$ cat src/rtl/wbu_csr_writer_pkg.sv
// Shared definitions for the write-back CSR writer: CSR indices, op and state
// encodings, mstatus field positions and the trap mstatus transforms.
package wbu_csr_writer_pkg;

    localparam logic [2:0] CSR_MSTATUS   = 3'd0;
    localparam logic [2:0] CSR_MTVEC     = 3'd1;
    localparam logic [2:0] CSR_MEPC      = 3'd2;
    localparam logic [2:0] CSR_MCAUSE    = 3'd3;
    localparam logic [2:0] CSR_MVENDORID = 3'd4;
    localparam logic [2:0] CSR_MARCHID   = 3'd5;

    localparam int unsigned MSTATUS_MIE    = 3;
    localparam int unsigned MSTATUS_MPIE   = 7;
    localparam int unsigned MSTATUS_MPP_LO = 11;
    localparam int unsigned MSTATUS_MPP_HI = 12;

    typedef enum logic [2:0] {
        OP_NONE  = 3'd0,
        OP_CSRRW = 3'd1,
        OP_CSRRS = 3'd2,
        OP_CSRRC = 3'd3,
        OP_ECALL = 3'd4,
        OP_MRET  = 3'd5
    } csr_op_e;

    typedef enum logic [2:0] {
        IDLE      = 3'd0,
        S_CSR     = 3'd1,
        S_MEPC    = 3'd2,
        S_MCAUSE  = 3'd3,
        S_MSTATUS = 3'd4
    } state_e;

    function automatic logic [31:0] ecall_mstatus(input logic [31:0] ms, input logic [1:0] mpp);
        logic [31:0] r;
        r = ms;
        r[MSTATUS_MPIE] = ms[MSTATUS_MIE];
        r[MSTATUS_MIE]  = 1'b0;
        r[MSTATUS_MPP_HI:MSTATUS_MPP_LO] = mpp;
        return r;
    endfunction

    function automatic logic [31:0] mret_mstatus(input logic [31:0] ms, input logic [1:0] mpp);
        logic [31:0] r;
        r = ms;
        r[MSTATUS_MIE]  = ms[MSTATUS_MPIE];
        r[MSTATUS_MPIE] = 1'b1;
        r[MSTATUS_MPP_HI:MSTATUS_MPP_LO] = mpp;
        return r;
    endfunction

endpackage

$ cat src/rtl/wbu_csr_writer_csr_alu.sv
// Combinational CSRRW/RS/RC new-value and write-suppress logic; usable by
// forwarding paths as well as the writer itself.
module csr_alu
    import wbu_csr_writer_pkg::*;
(
    input  logic [2:0]  op,
    input  logic [2:0]  csr_rd,
    input  logic [31:0] csr_old,
    input  logic [31:0] src,
    output logic [31:0] wdata,
    output logic        wr_en,
    output logic        ro_err
);

    logic is_csr;
    logic no_write;
    logic read_only;

    always_comb begin
        is_csr   = 1'b0;
        no_write = 1'b0;
        wdata    = '0;
        case (op)
            OP_CSRRW: begin
                is_csr = 1'b1;
                wdata  = src;
            end
            OP_CSRRS: begin
                is_csr   = 1'b1;
                wdata    = csr_old | src;
                no_write = (src == '0);
            end
            OP_CSRRC: begin
                is_csr   = 1'b1;
                wdata    = csr_old & ~src;
                no_write = (src == '0);
            end
            default: ;
        endcase
    end

    // Indices 4..7 are read-only or unimplemented; a set/clear with zero
    // source never intends a write, so it raises no error either.
    assign read_only = (csr_rd >= CSR_MVENDORID);
    assign wr_en     = is_csr && !no_write && !read_only;
    assign ro_err    = is_csr && !no_write && read_only;

endmodule

$ cat src/rtl/wbu_csr_writer.sv
// Write-back CSR write sequencer: one CSR write per cycle, serialising the
// ECALL/MRET trap updates through the single write port.
module wbu_csr_writer
    import wbu_csr_writer_pkg::*;
#(
    parameter logic [31:0] ECALL_CAUSE = 32'h0000_000B,
    parameter logic [1:0]  MPP_M       = 2'b11
) (
    input  logic        clk,
    input  logic        rst,
    input  logic        in_valid,
    output logic        in_ready,
    input  logic [2:0]  in_op,
    input  logic [2:0]  in_csr_rd,
    input  logic [31:0] in_csr_old,
    input  logic [31:0] in_src,
    input  logic [31:0] in_pc,
    input  logic [31:0] in_mstatus,
    input  logic [31:0] in_mtvec,
    input  logic [31:0] in_mepc,
    output logic        CSRWr,
    output logic [2:0]  WBU_csr_rd,
    output logic [31:0] csr_busW,
    output logic        redirect_valid,
    output logic [31:0] redirect_pc,
    output logic        ro_err
);

    state_e      state, state_n;
    logic        accept;
    logic [31:0] mstatus_q;
    logic [31:0] mtvec_q;

    logic        wr_n;
    logic [2:0]  rd_n;
    logic [31:0] data_n;
    logic        redir_n;
    logic [31:0] rpc_n;
    logic        ro_n;

    logic [31:0] alu_wdata;
    logic        alu_wr;
    logic        alu_ro;

    csr_alu u_csr_alu (
        .op      (in_op),
        .csr_rd  (in_csr_rd),
        .csr_old (in_csr_old),
        .src     (in_src),
        .wdata   (alu_wdata),
        .wr_en   (alu_wr),
        .ro_err  (alu_ro)
    );

    assign in_ready = (state == IDLE) || (state == S_CSR) || (state == S_MSTATUS);
    assign accept   = in_valid && in_ready;

    // Outputs are computed one cycle ahead from the next state so every port
    // comes straight from a flop; pc and mepc are consumed on the accept
    // cycle itself and therefore need no holding register.
    always_comb begin
        state_n = state;
        wr_n    = 1'b0;
        rd_n    = '0;
        data_n  = '0;
        redir_n = 1'b0;
        rpc_n   = '0;
        ro_n    = 1'b0;
        case (state)
            IDLE, S_CSR, S_MSTATUS: begin
                state_n = IDLE;
                if (accept) begin
                    case (in_op)
                        OP_CSRRW, OP_CSRRS, OP_CSRRC: begin
                            state_n = S_CSR;
                            wr_n    = alu_wr;
                            rd_n    = alu_wr ? in_csr_rd : '0;
                            data_n  = alu_wr ? alu_wdata : '0;
                            ro_n    = alu_ro;
                        end
                        OP_ECALL: begin
                            state_n = S_MEPC;
                            wr_n    = 1'b1;
                            rd_n    = CSR_MEPC;
                            data_n  = in_pc;
                        end
                        OP_MRET: begin
                            state_n = S_MSTATUS;
                            wr_n    = 1'b1;
                            rd_n    = CSR_MSTATUS;
                            data_n  = mret_mstatus(in_mstatus, MPP_M);
                            redir_n = 1'b1;
                            rpc_n   = in_mepc;
                        end
                        default: state_n = IDLE;
                    endcase
                end
            end
            S_MEPC: begin
                state_n = S_MCAUSE;
                wr_n    = 1'b1;
                rd_n    = CSR_MCAUSE;
                data_n  = ECALL_CAUSE;
            end
            S_MCAUSE: begin
                state_n = S_MSTATUS;
                wr_n    = 1'b1;
                rd_n    = CSR_MSTATUS;
                data_n  = ecall_mstatus(mstatus_q, MPP_M);
                redir_n = 1'b1;
                rpc_n   = mtvec_q;
            end
            default: state_n = IDLE;
        endcase
    end

    always_ff @(posedge clk) begin
        if (rst) begin
            state          <= IDLE;
            CSRWr          <= 1'b0;
            WBU_csr_rd     <= '0;
            csr_busW       <= '0;
            redirect_valid <= 1'b0;
            redirect_pc    <= '0;
            ro_err         <= 1'b0;
            mstatus_q      <= '0;
            mtvec_q        <= '0;
        end else begin
            state          <= state_n;
            CSRWr          <= wr_n;
            WBU_csr_rd     <= rd_n;
            csr_busW       <= data_n;
            redirect_valid <= redir_n;
            redirect_pc    <= rpc_n;
            ro_err         <= ro_n;
            if (accept) begin
                mstatus_q <= in_mstatus;
                mtvec_q   <= in_mtvec;
            end
        end
    end

endmodule

$ cat config.mk
export PLATFORM = sky130hd
export DESIGN_NAME = wbu_csr_writer
export DESIGN_NICKNAME = d
export VERILOG_FILES = /design/src/rtl/wbu_csr_writer_pkg.sv /design/src/rtl/wbu_csr_writer_csr_alu.sv /design/src/rtl/wbu_csr_writer.sv
export SDC_FILE = /design/constraint.sdc
export NUM_CORES = 1
export LEC_CHECK = 0
export ABC_AREA = 1
export BUFFER_PORTS_ARGS = -buffer_cell sky130_fd_sc_hd__buf_2
export CORE_MARGIN = 5
export CORE_UTILIZATION = 35
export CTS_BUF_LIST = sky130_fd_sc_hd__clkbuf_2
export CTS_CLUSTER_SIZE = 8
export DETAILED_ROUTE_END_ITERATION = 7
export PLACE_DENSITY = 0.71
export SYNTH_ARGS = -nofsm -noshare
export SYNTH_HDL_FRONTEND = slang
export SYNTH_SLANG_ARGS = --single-unit
$ cat constraint.sdc
create_clock -name clk -period 2.3 [get_ports clk]
set_input_delay 0.46 -clock clk [delete_from_list [all_inputs] [get_ports clk]]
set_output_delay 0.46 -clock clk [all_outputs]
set_load 0.01 [all_outputs]
======== After elaboration in Yosys (flattened, before gate mapping) ========
Cells that the tools add are included.
word-level totals
  output and inout port bits .............. 71
  flip-flop bits (word level) ............. 137
  bits of input ports ..................... 201
  logic and storage cells ................. 64
cells by class
  mux-type cells .......................... 23
  $lt $le $gt $ge ......................... 1
  bitwise gates (word level) .............. 6
  equal/unequal tests ..................... 9
  reduce and logical (&&, ||, !) cells .... 16
operators by type and width
  operator                                                   number
  one-hot mux 32 bit (3 select lines)                        3
  2-to-1 mux 32 bit                                          4
  one-hot mux 32 bit (2 select lines)                        1
  bitwise AND 32 bit                                         1
  logical NOT 32 bit                                         1
  NOT 32 bit                                                 1
  bitwise OR 32 bit                                          1
  one-hot mux 3 bit (3 select lines)                         2
  == test 3 x 2 -> 1 bit (second input constant)             4
  one-hot mux 3 bit (2 select lines)                         2
  == test 3 bit (second input constant)                      3
  2-to-1 mux 3 bit                                           3
  == test 3 x 1 -> 1 bit (second input constant)             2
  one-hot mux 1 bit (2 select lines)                         3
  OR reduction 2 bit                                         3
  OR reduction 3 bit                                         2
  2-to-1 mux 1 bit                                           5
  logical AND 1 bit                                          4
  OR reduction 4 bit                                         1
  greater-or-equal comparator 3 bit (second input constant)  1
  logical NOT 3 bit                                          1
  NOT 1 bit                                                  3
  logical NOT 1 bit                                          2
  logical OR 1 bit                                           2

======== Depth between registers and ports, before layout ========
  depth in word-level cells ............... 10
  depth in mapped cells ................... 11
  mapped depth without buffers ............ 10

======== Modules after synthesis ========
From an unflattened synthesis, not the netlist that was laid out.
second synthesis, totals
  cells, all modules ...................... 971
  area total of the unflattened synthesis .. 6533.8 um^2
modules (own cells, without submodules)
  module          sequential area each (um^2)  area each (um^2)  cells an instance  times used
  wbu_csr_writer  2682.6                       5688.0            800                1
  csr_alu         0.0                          845.8             171                1

======== Worst setup path before layout ========
Ideal clock, no wire load.
  kind .................................... input to register
  start point ............................. input port in_src[26]
  end point ............................... register csr_busW[12]
  stages on the path ...................... 11
  path slack .............................. 0.814 ns
  data required time ...................... 2.159 ns
  data arrival time ....................... 1.346 ns
  buffers on the path ..................... 1
  cell sequence ........................... inv_1 nand2_1 nor2_1 nand2_1 nor2_1 nand3_2 buf_6 nand4_1 nand2_1 nand2_1 a21oi_2
between the ends
  cells in the longest elaborated chain, start to end .. 9
ends and longest elaborated chain
  what                                 line                                                        text
  start: declaration                   wbu_csr_writer.sv:16                                        input logic [31:0] in_src,
  logical NOT 32 bit                   wbu_csr_writer_csr_alu.sv:31, wbu_csr_writer_csr_alu.sv:36
  2-to-1 mux 1 bit                     --
  logical NOT 1 bit                    wbu_csr_writer_csr_alu.sv:45                                assign wr_en = is_csr && !no_write && !read_only;
  logical AND 1 bit (2 in a row)       wbu_csr_writer_csr_alu.sv:45
  2-to-1 mux 32 bit                    wbu_csr_writer.sv:78                                        data_n = alu_wr ? alu_wdata : '0;
  one-hot mux 32 bit (3 select lines)  wbu_csr_writer.sv:73                                        case (in_op)
  2-to-1 mux 32 bit                    wbu_csr_writer.sv:72                                        if (accept) begin
  one-hot mux 32 bit (3 select lines)  wbu_csr_writer.sv:69                                        case (state)
  end signal: assignment               wbu_csr_writer.sv:132                                       csr_busW <= data_n;
  end: declaration                     wbu_csr_writer.sv:23                                        output logic [31:0] csr_busW,
Every way passes these cells.
A chain may end at the register's enable or synchronous reset.

======== Final worst setup path ========
  start point ............................. register state[0]
  end point ............................... output port in_ready
between the ends
  cells in the longest elaborated chain, start to end .. 3
  elaborated cells on any way between the ends .. 5
ends and longest elaborated chain
  what                                                                line                   text
  start: declaration                                                  wbu_csr_writer.sv:29   state_e state, state_n;
  start signal: assignment                                            wbu_csr_writer.sv:129  state <= state_n;
  == test 3 x 1 -> 1 bit / logical NOT 3 bit (equally long branches)  wbu_csr_writer.sv:55   assign in_ready = (state == IDLE) || (state == S_CSR) || (state == S_MSTATUS);
  logical OR 1 bit                                                    wbu_csr_writer.sv:55
  logical OR 1 bit (*)                                                wbu_csr_writer.sv:55
  end: declaration                                                    wbu_csr_writer.sv:12   output logic in_ready,
Mark *: on every way between the ends. The rest lies on a longest branch, timed or not.

==> impl_metrics.tcl <==
set metrics [dict create \
    report.final.hold_viol_count 0 \
    async_reset_ff_share_pct 0 \
    die_x_um 144.9 \
    drv_slew 0 \
    core_um2 17960 \
    cts_buffers 17 \
    rows 49 \
    routabilityCongestion 0.8741 \
    final.setup_skew_ns 0.02700 \
    clk_latency_ns 0.69 \
    synth_area_per_cell_um2 7.354 \
    drc_errors 0 \
    setup.worst_path.start_class "flip-flop" \
    yosys.area.top_type "dfxtp_1" \
    grt_pass1_wl_mm 34.21 \
    power_mw 4.994 \
    ir_drop_mv 0.4622 \
    grt_setup_unrepaired "false" \
    synth_compound_area_share_pct 20.29 \
    final_nets 1410 \
    synth-xor-area-share_pct 0 \
    crit_path_frequent_cell "nand2_1" \
    ios 272 \
    fin_crit_sh_pct 80.34 \
    worst-path-max-fanout 3 \
    seq_area_frac_synth_pct 42.12 \
    cts-root-buf "clkbuf_2" \
    outcome "completed" \
    synth_top_cell_area_share_pct 42.12 \
    synth_cell_types 33 \
    maxCapViolCount 0 \
    start_util_pct 35.45 \
    grt_util_all_layers_pct 20.59 \
    end_kind "output port" \
    synthAdderAreaFrac_pct 0 \
    ys_ff_latch 134 \
    drt_iter0_drc 390 \
    setup_viol 0 \
    h-tree-depth 4 \
    mostFrequentLayoutCells "buf_2 (268), nand2_1 (267), dfxtp_1 (134)" \
    fin_setup_tns_ns 0 \
    syn_nets 1067 \
    dp_hpwl_mm 15.01 \
    critical_path_class "reg -> out" \
    io_buffers 269 \
    die-area_um2 20990 \
    wl_mm 21.93 \
    synth_area_um2 6369 \
    fillers 1734 \
    cts_buffer_depth 2 \
    slowest_stage "dfxtp_1" \
    synth.area.mux_share_pct 0 \
    cpPeakStageDelay_ns 0.40 \
    vias_per_cell 4.896 \
    clkSinkCount 134 \
    grt_pass1_vias 7125 \
    tritoncts "built" \
    synth_top_family_by_area "simple AND/OR/NAND/NOR gates" \
    synthFlopType "dfxtp_1" \
    via_count 7109 \
    final_util_pct 51.01 \
    cp.required_ns 1.84 \
    die_y_um 144.9 \
    mostFrequentLayoutCell "buf_2" \
    wl_per_cell_um 15.10 \
    syn_to_final_growth_pct 43.87 \
    tightestPinTransition_ns 0.6615 \
    antenna_found_initial 2 \
    power.density_nw_per_um2 545.0 \
    hold_path_class "in -> reg" \
    ant_nets 0 \
    synth_cells 866 \
    grt_max_degree 58 \
    yosys.area_share.simple_pct 27.98 \
    yosysWarningCount 0 \
    arrival_ns 1.39 \
    period_needed_ns 1.848 \
    synth_edf_count 0 \
    cp_cell_sequence "nand2_1 -> nand2_1 -> inv_1 -> buf_2" \
    cts.clk_slew.worst_paths_ns 0.20 \
    maxSlewHeadroom_pct 55.90 \
    hold_ws_ns 0.1246 \
    p_leak_nw 4.351 \
    gr-total-overflow 0 \
    layout-drive-gt1-share_pct 34.32 \
    drtPass1Iterations 5 \
    fmax_mhz 541.2 \
    synth_area_leaders "dfxtp_1 (42%), nand2_1 (16%), a21oi_1 (6.2%)" \
]
-- Yosys cell counts, types with 19 or more instances --
master,n
nand2_1,268
dfxtp_1,134
a21oi_1,79
nor2_1,60
inv_1,54
nand4_1,33
a22oi_1,32
buf_2,24
clkbuf_1,23
a22o_1,22
inv_2,20
a21oi_2,19
-- cell type report --
type	instances	area, um^2	share of cell area [%]
Multi-Input combinational cell	598	3088	33.70
Sequential cell	134	2683	29.28
Timing Repair Buffer	384	2537	27.69
Tap cell	229	286.5	3.127
Inverter	74	279.0	3.045
Clock inverter	14	198.9	2.171
Clock buffer	17	85.08	0.9286
Antenna cell	2	5.005	0.05462
-- cell families (layout without fill, tap and decap cells) --
group           Yosys count  count (layout)
simple gates            415             415
compound gates          182             182
buf+inv                 134             489
other cells               1               3
flops                   134             134
-- layer usage --
layer / track usage (%) / vias to the layer above / wire length, um / share of wire (%)
met5: 0 / - / 0 / 0
met4: 10.51 / 0 / 949 / 4.3
met3: 4.798 / 64 / 1586 / 7.2
met2: 33.52 / 318 / 10390 / 47
met1: 25.45 / 3216 / 9002 / 41
li1: - / 3511 / - / -
-- flip-flops by register name, indices dropped and copies added, names as in the netlist --
register	count
redirect_valid	1
mtvec_q	32
CSRWr	1
state	3
ro_err	1
mstatus_q	29
WBU_csr_rd	3
redirect_pc	32
csr_busW	32
-- critical path: cells and delay by family (launching register included) --
| family | cells | cell delay [ns] |
|---|---|---|
| DFF | 1 | 0.40 |
| and+or+nand+nor | 2 | 0.12 |
| buffers and inverters | 2 | 0.20 |
-- final timing paths --
kind         cells after the start               to  slack, ns     startpoint
max reg2reg                      7  redirect_pc[15]       0.60       state[1]
max                              4         in_ready       0.45       state[0]
min reg2reg                      2     csr_busW[14]       0.47  mstatus_q[14]
min                              4            CSRWr       0.12   in_csr_rd[2]
-- through the flow --
stage | setup slack [ns] | area (um^2) | std cells
5_1_grt | 0.2676 | 9163 | 1452
3_3_place_gp | 0.3698 | 7923 | 1324
2_1_floorplan | 0.8136 | 6369 | 866
4_1_cts | 0.3258 | 9158 | 1450
6_report | 0.4522 | 9163 | 1452
3_5_place_dp | 0.3398 | 7923 | 1324
-- what timing repair did --
| item | 4_1_cts | 5_1_grt |
|---|---|---|
| gates resized for setup | 0 | 0 |
| endpoints found under the hold margin | 95 | 0 |
| hold buffers | 95 | 0 |
| buffers inserted | 0 | 0 |
-- power breakdown --
| group | internal, mW | leakage, nW | switching [mW] |
|---|---|---|---|
| clock network | 0.727 | 0.171 | 0.926 |
| logic | 0.423 | 3.09 | 0.464 |
| registers | 2.41 | 1.09 | 0.0388 |
Power figures use the tool's default switching activity.
